**src/rtl/lsu_pkg.sv**
```systemverilog
// lsu_pkg: shared constants and types for the load/store access unit.
//   - RISC-V opcode values for loads and stores
//   - funct3 width encodings
//   - FSM state type, access-size type, AXI response codes
//   - helpers that classify access width and alignment
package lsu_pkg;

    localparam logic [6:0] OPC_LOAD  = 7'b0000011;
    localparam logic [6:0] OPC_STORE = 7'b0100011;

    localparam logic [2:0] F3_B  = 3'b000;
    localparam logic [2:0] F3_H  = 3'b001;
    localparam logic [2:0] F3_W  = 3'b010;
    localparam logic [2:0] F3_BU = 3'b100;
    localparam logic [2:0] F3_HU = 3'b101;

    localparam logic [1:0] RESP_OKAY = 2'b00;

    typedef enum logic [2:0] {
        IDLE,
        RADDR,
        RDATA,
        WADDR,
        WRESP,
        DONE
    } lsu_state_t;

    typedef enum logic [1:0] {
        SZ_BYTE,
        SZ_HALF,
        SZ_WORD
    } acc_size_t;

    // Anything that is not a recognised byte/halfword encoding is a word
    // access; the unsigned variants only exist for loads.
    function automatic acc_size_t access_size(input logic is_load, input logic [2:0] f3);
        if (f3 == F3_B || (is_load && f3 == F3_BU)) return SZ_BYTE;
        if (f3 == F3_H || (is_load && f3 == F3_HU)) return SZ_HALF;
        return SZ_WORD;
    endfunction

    function automatic logic misaligned(input acc_size_t sz, input logic [1:0] off);
        case (sz)
            SZ_HALF: return off[0];
            SZ_WORD: return off != 2'b00;
            default: return 1'b0;
        endcase
    endfunction

endpackage

```
**src/rtl/lsu_load_align.sv**
```systemverilog
// lsu_load_align: combinational load-data extraction.
//   word    : 32-bit bus word as returned by the read channel
//   funct3  : load width/sign encoding
//   offset  : byte offset of the effective address within the word
//   is_load : result is forced to zero when the op is not a load
//   data    : aligned, sign/zero-extended load result
module lsu_load_align
    import lsu_pkg::*;
(
    input  logic [31:0] word,
    input  logic [2:0]  funct3,
    input  logic [1:0]  offset,
    input  logic        is_load,
    output logic [31:0] data
);

    logic [31:0] shifted;

    always_comb begin
        shifted = word >> {offset, 3'b000};
        data    = '0;
        if (is_load) begin
            case (funct3)
                F3_B:    data = {{24{shifted[7]}}, shifted[7:0]};
                F3_H:    data = {{16{shifted[15]}}, shifted[15:0]};
                F3_BU:   data = {24'h0, shifted[7:0]};
                F3_HU:   data = {16'h0, shifted[15:0]};
                F3_W:    data = shifted;
                default: data = shifted;
            endcase
        end
    end

endmodule

```
**src/rtl/lsu_access.sv**
```systemverilog
// lsu_access: single-outstanding load/store unit with an AXI4-Lite master.
//   Upstream : valid_in_exu / ready_out_lsu handshake, instruction fields
//              latched on accept (opcode, funct3, pc, aluout, store_data,
//              gpr_wen, rd).
//   AXI      : AR/R for loads, AW/W/B for stores; word-aligned addresses,
//              byte lanes selected through wstrb.
//   Result   : valid_out_lsu one-cycle pulse with registered copies of the
//              instruction fields, aligned load data (rdata_w) and acc_fault
//              for a non-OKAY response.
// Build option: define LSU_MISALIGN_TRAP_EN to turn misaligned halfword/word
//   accesses into an immediate fault with no bus traffic.
module lsu_access
    import lsu_pkg::*;
(
    input  logic        clk,
    input  logic        rst_n,
    input  logic        valid_in_exu,
    output logic        ready_out_lsu,
    input  logic [6:0]  opcode,
    input  logic [2:0]  funct3,
    input  logic [31:0] pc,
    input  logic [31:0] aluout,
    input  logic [31:0] store_data,
    input  logic        gpr_wen,
    input  logic [4:0]  rd,
    output logic [31:0] araddr,
    output logic        arvalid,
    input  logic        arready,
    input  logic [31:0] rdata,
    input  logic [1:0]  rresp,
    input  logic        rvalid,
    output logic        rready,
    output logic [31:0] awaddr,
    output logic        awvalid,
    input  logic        awready,
    output logic [31:0] wdata,
    output logic [3:0]  wstrb,
    output logic        wvalid,
    input  logic        wready,
    input  logic [1:0]  bresp,
    input  logic        bvalid,
    output logic        bready,
    output logic        valid_out_lsu,
    output logic [6:0]  opcode_o,
    output logic [31:0] pc_o,
    output logic [31:0] aluout_o,
    output logic        gpr_wen_o,
    output logic [4:0]  rd_o,
    output logic [31:0] rdata_w,
    output logic        acc_fault
);

    lsu_state_t  state, state_nxt;

    logic [6:0]  opcode_q;
    logic [2:0]  funct3_q;
    logic [31:0] pc_q;
    logic [31:0] aluout_q;
    logic [31:0] store_data_q;
    logic        gpr_wen_q;
    logic [4:0]  rd_q;
    logic [31:0] rdata_q;
    logic        fault_q;
    logic        aw_done;
    logic        w_done;

    logic        accept;
    logic        trap_in;

    assign accept = (state == IDLE) && valid_in_exu;

`ifdef LSU_MISALIGN_TRAP_EN
    assign trap_in = (opcode == OPC_LOAD || opcode == OPC_STORE) &&
                     misaligned(access_size(opcode == OPC_LOAD, funct3), aluout[1:0]);
`else
    assign trap_in = 1'b0;
`endif

    // ---------------- FSM ----------------
    always_ff @(posedge clk) begin
        if (!rst_n) state <= IDLE;
        else        state <= state_nxt;
    end

    always_comb begin
        state_nxt     = state;
        ready_out_lsu = 1'b0;
        arvalid       = 1'b0;
        rready        = 1'b0;
        awvalid       = 1'b0;
        wvalid        = 1'b0;
        bready        = 1'b0;
        valid_out_lsu = 1'b0;
        acc_fault     = 1'b0;
        case (state)
            IDLE: begin
                ready_out_lsu = 1'b1;
                if (valid_in_exu) begin
                    if (trap_in)                  state_nxt = DONE;
                    else if (opcode == OPC_LOAD)  state_nxt = RADDR;
                    else if (opcode == OPC_STORE) state_nxt = WADDR;
                    else                          state_nxt = DONE;
                end
            end
            RADDR: begin
                arvalid = 1'b1;
                if (arready) state_nxt = RDATA;
            end
            RDATA: begin
                rready = 1'b1;
                if (rvalid) state_nxt = DONE;
            end
            WADDR: begin
                // Each channel drops its valid once it has handshaken; the
                // phase ends when both have, in whichever order they came.
                awvalid = !aw_done;
                wvalid  = !w_done;
                if ((aw_done || awready) && (w_done || wready)) state_nxt = WRESP;
            end
            WRESP: begin
                bready = 1'b1;
                if (bvalid) state_nxt = DONE;
            end
            DONE: begin
                valid_out_lsu = 1'b1;
                acc_fault     = fault_q;
                state_nxt     = IDLE;
            end
            default: state_nxt = IDLE;
        endcase
    end

    // ---------------- datapath registers ----------------
    always_ff @(posedge clk) begin
        if (!rst_n) begin
            opcode_q     <= '0;
            funct3_q     <= '0;
            pc_q         <= '0;
            aluout_q     <= '0;
            store_data_q <= '0;
            gpr_wen_q    <= 1'b0;
            rd_q         <= '0;
            rdata_q      <= '0;
            fault_q      <= 1'b0;
            aw_done      <= 1'b0;
            w_done       <= 1'b0;
        end else begin
            if (accept) begin
                opcode_q     <= opcode;
                funct3_q     <= funct3;
                pc_q         <= pc;
                aluout_q     <= aluout;
                store_data_q <= store_data;
                gpr_wen_q    <= gpr_wen;
                rd_q         <= rd;
                // Cleared data keeps rdata_w at zero for trapped loads.
                rdata_q      <= '0;
                fault_q      <= trap_in;
                aw_done      <= 1'b0;
                w_done       <= 1'b0;
            end
            if (state == RDATA && rvalid) begin
                rdata_q <= rdata;
                fault_q <= (rresp != RESP_OKAY);
            end
            if (state == WADDR) begin
                if (awvalid && awready) aw_done <= 1'b1;
                if (wvalid && wready)   w_done  <= 1'b1;
            end
            if (state == WRESP && bvalid) fault_q <= (bresp != RESP_OKAY);
        end
    end

    // ---------------- bus-facing outputs ----------------
    // Driven only from latched fields, so they cannot change while a
    // valid is waiting for its ready.
    assign araddr = {aluout_q[31:2], 2'b00};
    assign awaddr = {aluout_q[31:2], 2'b00};
    assign wdata  = store_data_q << {aluout_q[1:0], 3'b000};

    always_comb begin
        case (access_size(1'b0, funct3_q))
            SZ_BYTE: wstrb = 4'b0001 << aluout_q[1:0];
            SZ_HALF: wstrb = 4'b0011 << aluout_q[1:0];
            default: wstrb = 4'b1111;
        endcase
    end

    assign opcode_o  = opcode_q;
    assign pc_o      = pc_q;
    assign aluout_o  = aluout_q;
    assign gpr_wen_o = gpr_wen_q;
    assign rd_o      = rd_q;

    lsu_load_align u_align (
        .word    (rdata_q),
        .funct3  (funct3_q),
        .offset  (aluout_q[1:0]),
        .is_load (opcode_q == OPC_LOAD),
        .data    (rdata_w)
    );

endmodule

```
**config.mk**
```make
export PLATFORM = sky130hd
export DESIGN_NAME = lsu_access
export DESIGN_NICKNAME = d
export VERILOG_FILES = /design/src/rtl/lsu_pkg.sv /design/src/rtl/lsu_load_align.sv /design/src/rtl/lsu_access.sv
export SDC_FILE = /design/constraint.sdc
export NUM_CORES = 1
export LEC_CHECK = 0
export ABC_AREA = 0
export BUFFER_PORTS_ARGS = -buffer_cell sky130_fd_sc_hd__clkbuf_2
export CORE_AREA = 2 2 147 149
export CTS_CLUSTER_DIAMETER = 40
export DETAILED_ROUTE_END_ITERATION = 6
export DIE_AREA = 0 0 149 151
export PLACE_DENSITY_LB_ADDON = 0.15
export SLEW_MARGIN = 5
export SYNTH_ARGS = -nofsm -noshare
export SYNTH_HDL_FRONTEND = slang
export SYNTH_HIERARCHICAL = 1
export SYNTH_SLANG_ARGS = --single-unit
export TNS_END_PERCENT = 30
```
**constraint.sdc**
```tcl
create_clock -name clk -period 6.5 [get_ports clk]
set_input_delay 0.975 -clock clk [delete_from_list [all_inputs] [get_ports clk]]
set_output_delay 0.975 -clock clk [all_outputs]
set_load 0.01 [all_outputs]
```
# After elaboration in Yosys (flattened, before gate mapping)
# Cells that the tools add are included.
# word_totals
ff_bits,150
input_bits,156
# classes
eq_ne,17
shifts,4
mux,37
reduce_logical,18
# op_table
operator,count
32-bit one-hot mux with 4 select lines,1
32-bit two-way mux,3
32-bit by 5-bit left shift with 32-bit output,1
32-bit by 5-bit right shift with 32-bit output,1
3-bit two-way mux,7
1-bit two-way mux,20
3-bit one-hot mux with 5 select lines,1
"7-bit by 2-bit == test with 1-bit output, second input constant",2
"3-bit == test, second input constant",4
"2-bit inequality test, second input constant",5
2-bit two-way mux,4
4-bit one-hot mux with 2 select lines,1
"7-bit by 6-bit == test with 1-bit output, second input constant",1
"3-bit by 1-bit == test with 1-bit output, second input constant",2
"3-bit by 2-bit == test with 1-bit output, second input constant",2
1-bit logical AND,6
3-bit zero test,2
2-bit nonzero test,3
5-bit AND reduction,1
"1-bit by 2-bit left shift with 4-bit output, first input constant",1
"2-bit by 2-bit left shift with 4-bit output, first input constant",1
3-bit nonzero test,1
"2-bit by 1-bit == test with 1-bit output, second input constant",1
1-bit zero test,2
other kinds (2),3

# Logic depth before layout (Yosys ltp)
# Gate-level depths: netlist of run 1.
# depth
ltp_word,7
ltp_mapped,7
mapped_depth_nobuf,6

# Modules after synthesis
# The synthesis of run 1 kept the hierarchy.
# by_module_without_submodules
module,n_inst,cells_per_inst,area_each_um2,seq_area_each_um2
lsu_access,1,808,6329.8,3002.9
lsu_load_align,1,109,743.2,0.0

# Worst setup path after synthesis of run 1
# Ideal clock, no wire load.
# synth_timing
path_kind,register to output
startpoint,register opcode_q[6] (netlist: opcode_o[6])
endpoint,output rdata_w[22]
arrival_time_ns,2.070
required_time_ns,5.525
slack_ns,3.455
stages_incl_launch_ff,7
path_buffers,1
path_cell_list,dfxtp_1 -> or4_1 -> nor3_1 -> nand2_1 -> a2111o_1 -> buf_6 -> o21ai_0
# synth_via
elab_chain_len,2
# synth_lines
element,line_no,source
from (decl),lsu_access.sv:55,logic [6:0] opcode_q;
from (signal assigned),lsu_access.sv:149,opcode_q <= opcode;
7-bit by 2-bit == test with 1-bit output,lsu_access.sv:199,".is_load (opcode_q == OPC_LOAD),"
32-bit two-way mux,lsu_load_align.sv:22,if (is_load) begin
to (decl),lsu_access.sv:49,"output logic [31:0] rdata_w,"
# Every way passes these cells.

# Worst setup path after layout of run 1
# layout_timing
startpoint,register aluout_q[1] (netlist: aluout_o[1])
endpoint,output rdata_w[23]
# layout_via
elab_chain_len,3
# layout_lines
element,line_no,source
from (decl),lsu_access.sv:58,logic [31:0] aluout_q;
from (signal assigned),lsu_access.sv:152,aluout_q <= aluout;
32-bit by 5-bit right shift with 32-bit output,lsu_load_align.sv:20,"shifted = word >> {offset, 3'b000};"
32-bit one-hot mux with 4 select lines,lsu_load_align.sv:23,case (funct3)
32-bit two-way mux,lsu_load_align.sv:22,
# Every way passes these cells.

==> results of run 1 <==
-- critical path: stages (launching register included) --
cell	delay, ps
dfxtp_2	310
buf_4	520
nor2b_4	360
a2bb2oi_1	120
a2111o_1	620
o21ai_0	180
clkbuf_2	170
-- area by class of cell --
class	instances	area [sq um]
antenna	1	2.50
sequential	150	3010
multi-input combinational	635	3320
timing repair buffer	378	1920
tap	275	344
inverter	3	13.8
clock inverter	14	125
fill	2206	11700
clock buffer	18	439
-- power by group through the flow --
stage          Clock [mW]  Combinational (mW)  Sequential (mW)
2_1_floorplan           0               0.791             1.26
3_3_place_gp            0                1.14             1.29
3_5_place_dp            0                1.14             1.30
4_1_cts             0.981                1.14             1.28
5_1_grt              1.02                1.25             1.30
6_report            0.953                1.12             1.28
-- metal layers --
layer	global-route usage (%)	routed length, um
met5	0	0
met4	6.29	251
met3	6.33	1910
met2	33.3	11300
met1	25.9	10300
-- stage by stage --
stage	total power, mW	instances	area [sq um]	hold WS [ps]	util, %
global placement	2.43	1441	8600	439	41.3
global route	3.58	1473	9160	472	44.0
floorplan	2.05	920	7080	432	-
detailed placement	2.43	1441	8600	444	41.3
finish	3.35	1474	9170	448	44.0
CTS	3.40	1473	9160	452	44.0
-- flip-flops by register name (all words and copies together) (netlist names) --
register	count
state	3
gpr_wen_o	1
store_data_q	32
funct3_q	3
opcode_o	7
pc_o	32
rdata_q	32
aluout_o	32
aw_done	1
w_done	1
fault_q	1
rd_o	5
-- path summary, 6_finish.rpt --
kind                     from               end  slack [ps]
max reg2reg          state[2]         gpr_wen_o        4080
max               aluout_o[1]       rdata_w[23]        2770
min reg2reg  store_data_q[31]  store_data_q[31]         450
min          store_data_q[31]  store_data_q[31]         450
-- cells by family after synthesis --
family          after synthesis  share of synthesized area [%]
mux                          41                           6.10
simple gates                369                           21.9
buf+inv                     135                           11.2
flops                       150                           42.5
compound gates              221                           18.3
other cells                   1                         0.0530
-- placed cells by master (no fill, tap or decap), types with 11 or more instances in the layout --
| master | instances |
|---|---|
| clkbuf_2 | 368 |
| nand2_1 | 267 |
| dfxtp_1 | 148 |
| a21oi_1 | 132 |
| nor2_1 | 50 |
| a22oi_1 | 34 |
| mux2i_1 | 33 |
| o21ai_0 | 27 |
| clkbuf_16 | 17 |
| and2_1 | 11 |
==> results.json, run 1 <==
{
  "area_delta_synth_final_pct": 29.6,
  "first_pass_grt_wire_length_um": 35900,
  "wire_per_inst_um": 16.1,
  "grt_pass1_vias": 6637,
  "run_status": "finished clean",
  "timing.final.setup_violations": 0,
  "maxCapViolCount": 0,
  "cts_hold_bufs": 0,
  "critPathRequiredTime_ps": 5520,
  "tot_gr_track_use_pct": 20.4,
  "place.detailed.hpwl_um": 17500,
  "power.ir.vdd_worst_uv": 203,
  "synth_area_sq_mm": 0.00707,
  "finalWeightedCongestion": 0.890,
  "port_buffers": 368,
  "gr-total-overflow": 0,
  "cts_root_buf": "clkbuf_16",
  "achievable-frequency_mhz": 268,
  "slew_headroom_pct": 37.3,
  "dp_worst_setup_slack_ps": 3230,
  "clk_path_buf_depth": 2,
  "drt-total-wl_um": 23700,
  "powerDensity_mw_per_mm2": 366,
  "period_minus_slack_ps": 3730,
  "synth_edf_count": 0,
  "clock_tree.htree_level_count": 4,
  "setup_tns_ps": 0,
  "p_seq_share_pct": 38.1,
  "worstMarginPinSlew_ps": 940,
  "post-route-drc-count": 0,
  "clock_power_share_pct": 28.4,
  "nets": 1341,
  "synth_sequential_area_ratio_pct": 42.5,
  "worst_ep_arrival_time_ps": 2750,
  "boundaryPins": 373,
  "num_rows": 53,
  "final_number_of_hold_violating_endpoints": 0,
  "cts_setup_buffers": 0,
  "total_leakage_power_nw": 4.34,
  "critical_path.endpoint_type": "primary output",
  "dominantRegCellSynth": "dfxtp_1",
  "grt_max_degree": 88,
  "initialDrtViolationCount": 397,
  "min_delay_path_depth": 2,
  "netlist_top_cells_area": "dfxtp_1 (42%), nand2_1 (14%), a21oi_1 (9.3%)",
  "path_max_fanout": 67,
  "most_common_cell_in_the_synthesized_netlist": "nand2_1",
  "crit_path_start_kind": "register",
  "cts.sinks": 150,
  "comb_power_share_pct": 33.5,
  "post-synth-top-area-fraction_pct": 42.5,
  "syn_avg_cell_area_sq_um": 7.71,
  "die_area_sq_mm": 0.0225,
  "syn-instance-count": 917,
  "post_cts_resize_count": 0,
  "yosys.area.top_type": "dfxtp_1",
  "synth-warning-count": 6,
  "antenna_violations_before_repair": 1,
  "drt_first_pass_iters": 5,
  "yosys_register_bits": 150,
  "synth.cells.most_frequent": "nand2_1 (268), dfxtp_1 (150), a21oi_1 (132)",
  "worstSetupPathType": "reg2out",
  "layout_worst_path_cycle_share_pct": 57.4,
  "fp.coreArea_sq_mm": 0.0208,
  "layout_setup_ws_ps": 2770,
  "synth_cell_type_count": 43,
  "asyncSetResetFlopFracSynth_pct": 0,
  "r2r_cells": 5,
  "insertion_delay_ps": 410,
  "number_of_pins_exceeding_their_max_slew_limit_in_the_final_report": 0,
  "post_route_cells_drive_above_1_share_pct": 35.7,
  "rsz0062_at_grt": "no",
  "via_count": 7034,
  "clk_pin_slew_ps": 60,
  "cellInternalPower_mw": 2.04,
  "drt.antenna.violating_nets": 0,
  "hold_path_class": "reg2reg",
  "die-height_um": 151,
  "cts-buffers-inserted": 17,
  "switching_power_mw": 1.32,
  "floorplan.die.width_um": 149,
  "via_per_inst": 4.77,
  "cts_tree": "done",
  "sw_frac_of_total_pct": 39.3,
  "finClkSkew_ps": 11.1,
  "floorplan.initialDensity_pct": 34.0
}
No activity file was read; power rests on OpenSTA's default activity.
==> run 2: changes to the inputs <==
--- a/config.mk
+++ b/config.mk
@@ -7,10 +7,10 @@
 export LEC_CHECK = 0
 export ABC_AREA = 0
 export BUFFER_PORTS_ARGS = -buffer_cell sky130_fd_sc_hd__clkbuf_2
-export CORE_AREA = 2 2 147 149
+export CORE_AREA = 2 2 143 145
 export CTS_CLUSTER_DIAMETER = 40
 export DETAILED_ROUTE_END_ITERATION = 6
-export DIE_AREA = 0 0 149 151
+export DIE_AREA = 0 0 145 147
 export PLACE_DENSITY_LB_ADDON = 0.15
 export SLEW_MARGIN = 5
 export SYNTH_ARGS = -nofsm -noshare
==> constraint.sdc (replaced) <==
create_clock -name clk -period 3.38 [get_ports clk]
set_input_delay 0.507 -clock clk [delete_from_list [all_inputs] [get_ports clk]]
set_output_delay 0.507 -clock clk [all_outputs]
set_load 0.01 [all_outputs]
==> run 2 against run 1 <==
  * Sequential share of layout area down 0.30 points
  * Flip-flop and latch count unchanged
  * Count of clock-buffer cells in the layout up 2
  * Clock skew up 1.5 ps
  * Via count about the same
  * Critical path depth unchanged
  * Final cell count down 0.27%
  * Clock power up 100%
  * Total power up 96%
  * Wire length down 3.1%
  * Global-route usage up 0.31 points
  * Cell area up 0.91%
==> results.json, run 2 (synthesis results as in run 1) <==
{
  "tot_gr_track_use_pct": 20.7,
  "switching_power_mw": 2.48,
  "hold_path_class": "in2reg",
  "comb_power_share_pct": 33.7,
  "die_area_sq_mm": 0.0213,
  "floorplan.die.width_um": 145,
  "timing.rr.end": "pc_o[24]",
  "cts.sinks": 150,
  "place.detailed.hpwl_um": 16800,
  "via_per_inst": 4.78,
  "p_seq_share_pct": 37.0,
  "clock_power_share_pct": 29.3,
  "crit_family": "simple AND/OR/NAND/NOR gates",
  "antennaDiodeCount": 0,
  "rr_startpoint": "state[1]",
  "worst_ep_arrival_time_ps": 2770,
  "grt_pass1_vias": 6517,
  "powerDensity_mw_per_mm2": 710,
  "crit_path_start_kind": "register",
  "cellInternalPower_mw": 4.09,
  "cts_setup_buffers": 0,
  "rsz0062_at_grt": "no",
  "clk_pin_slew_ps": 70,
  "power.ir.vdd_worst_uv": 413,
  "worstPathCellList": "or4_1, nor3_2, nand2_1, a2111o_1, o21ai_0, clkbuf_2",
  "cts_root_buf": "clkbuf_16",
  "grt_max_degree": 91,
  "timing.final.setup_violations": 0,
  "first_pass_grt_wire_length_um": 35500,
  "critPathMaxStageDelay_ps": 560,
  "clock_tree.htree_level_count": 4,
  "finClkSkew_ps": 12.6,
  "postLayoutCoreUtil_pct": 46.6,
  "initialDrtViolationCount": 358,
  "min_delay_path_depth": 3,
  "nets": 1343,
  "floorplan.initialDensity_pct": 35.6,
  "number_of_pins_exceeding_their_max_slew_limit_in_the_final_report": 0,
  "setup_tns_ps": 0,
  "path_max_fanout": 16,
  "r2r_cells": 5,
  "worstSetupPathType": "reg2out",
  "holdPathEnd": "pc_o[14]",
  "worstMarginPinSlew_ps": 882,
  "critical_path.endpoint_type": "primary output",
  "die-height_um": 147,
  "cpMaxStageDelayCell": "a2111o_1",
  "slew_headroom_pct": 41.2,
  "cp_num_buf_inv": 1,
  "clk_path_buf_depth": 2,
  "antenna_violations_before_repair": 0,
  "drt.antenna.violating_nets": 0,
  "area_delta_synth_final_pct": 30.8,
  "sw_frac_of_total_pct": 37.7,
  "critPathRequiredTime_ps": 2870,
  "layout.cells.most_common": "clkbuf_2",
  "port_buffers": 368,
  "boundaryPins": 373,
  "num_rows": 52,
  "insertion_delay_ps": 420,
  "achievable-frequency_mhz": 305,
  "timing.critical_path.depth": 6,
  "gr-total-overflow": 0,
  "post-route-drc-count": 0,
  "drt-total-wl_um": 23000,
  "drt_first_pass_iters": 5,
  "maxCapViolCount": 0,
  "hp-start": "pc[14]",
  "post_cts_resize_count": 0,
  "via_count": 7029,
  "run_status": "finished clean",
  "total_leakage_power_nw": 4.37,
  "layout_worst_path_cycle_share_pct": 97.0,
  "fp.coreArea_sq_mm": 0.0198,
  "cts-buffers-inserted": 17,
  "wire_per_inst_um": 15.6,
  "post_route_cells_drive_above_1_share_pct": 35.8,
  "final_number_of_hold_violating_endpoints": 0,
  "period_minus_slack_ps": 3280,
  "cts_hold_bufs": 0,
  "finalWeightedCongestion": 0.861,
  "worst_r2r_setup_slack_ps": 1210,
  "cts_tree": "done",
  "leading_cell_types_in_the_layout_fill_and_taps_excluded": "clkbuf_2 (368), nand2_1 (267), dfxtp_1 (148)"
}
-- run 2: tightest hold or removal path: stages --
cell	delay, ps
clkbuf_2	80
nand2_1	40
a21oi_1	50
-- run 2: stage by stage --
step	total power [mW]	std cells	hold slack (ps)	cell area (sq um)	worst slack, ps
CTS	6.63	1470	282	9250	69.0
global route	6.97	1470	289	9250	2.11
global placement	4.69	1438	438	8640	590
finish	6.57	1470	296	9250	102
floorplan	3.94	920	432	7080	803
detailed placement	4.70	1438	445	8640	527
-- run 2: area by class of cell --
type	count	area [sq um]
clock inverters	12	145
inverters	3	13.8
repair buffers	380	1970
clock buffers	20	457
fillers	2063	10600
flip-flops and latches	150	3010
well taps	270	338
multi-input cells	635	3320
-- run 2: how the worst max path moves through the flow --
stage                            from     endpoint  slack (ps)
after floorplan           opcode_o[6]  rdata_w[22]         800
after detailed placement  opcode_o[6]  rdata_w[25]         530
after global routing      opcode_o[6]  rdata_w[17]           2
after global placement    opcode_o[6]  rdata_w[17]         590
after CTS                 opcode_o[6]  rdata_w[25]          70
final                     opcode_o[6]  rdata_w[17]         100
-- run 2: power groups by stage --
stage                     Clock [mW]  Sequential [mW]  Combinational [mW]
after global placement             0             2.45                2.24
after detailed placement           0             2.46                2.24
final                           1.92             2.43                2.21
after floorplan                    0             2.42                1.52
after global routing            2.04             2.48                2.45
after CTS                       1.97             2.42                2.24
-- run 2: routing by layer --
metal	vias up	share of wire, %	track usage, %
met5	-	0	0
met4	0	2.0	6.83
met3	30	6.7	6.37
met2	236	47	33.4
met1	3213	44	26.6
li1	3550	-	-
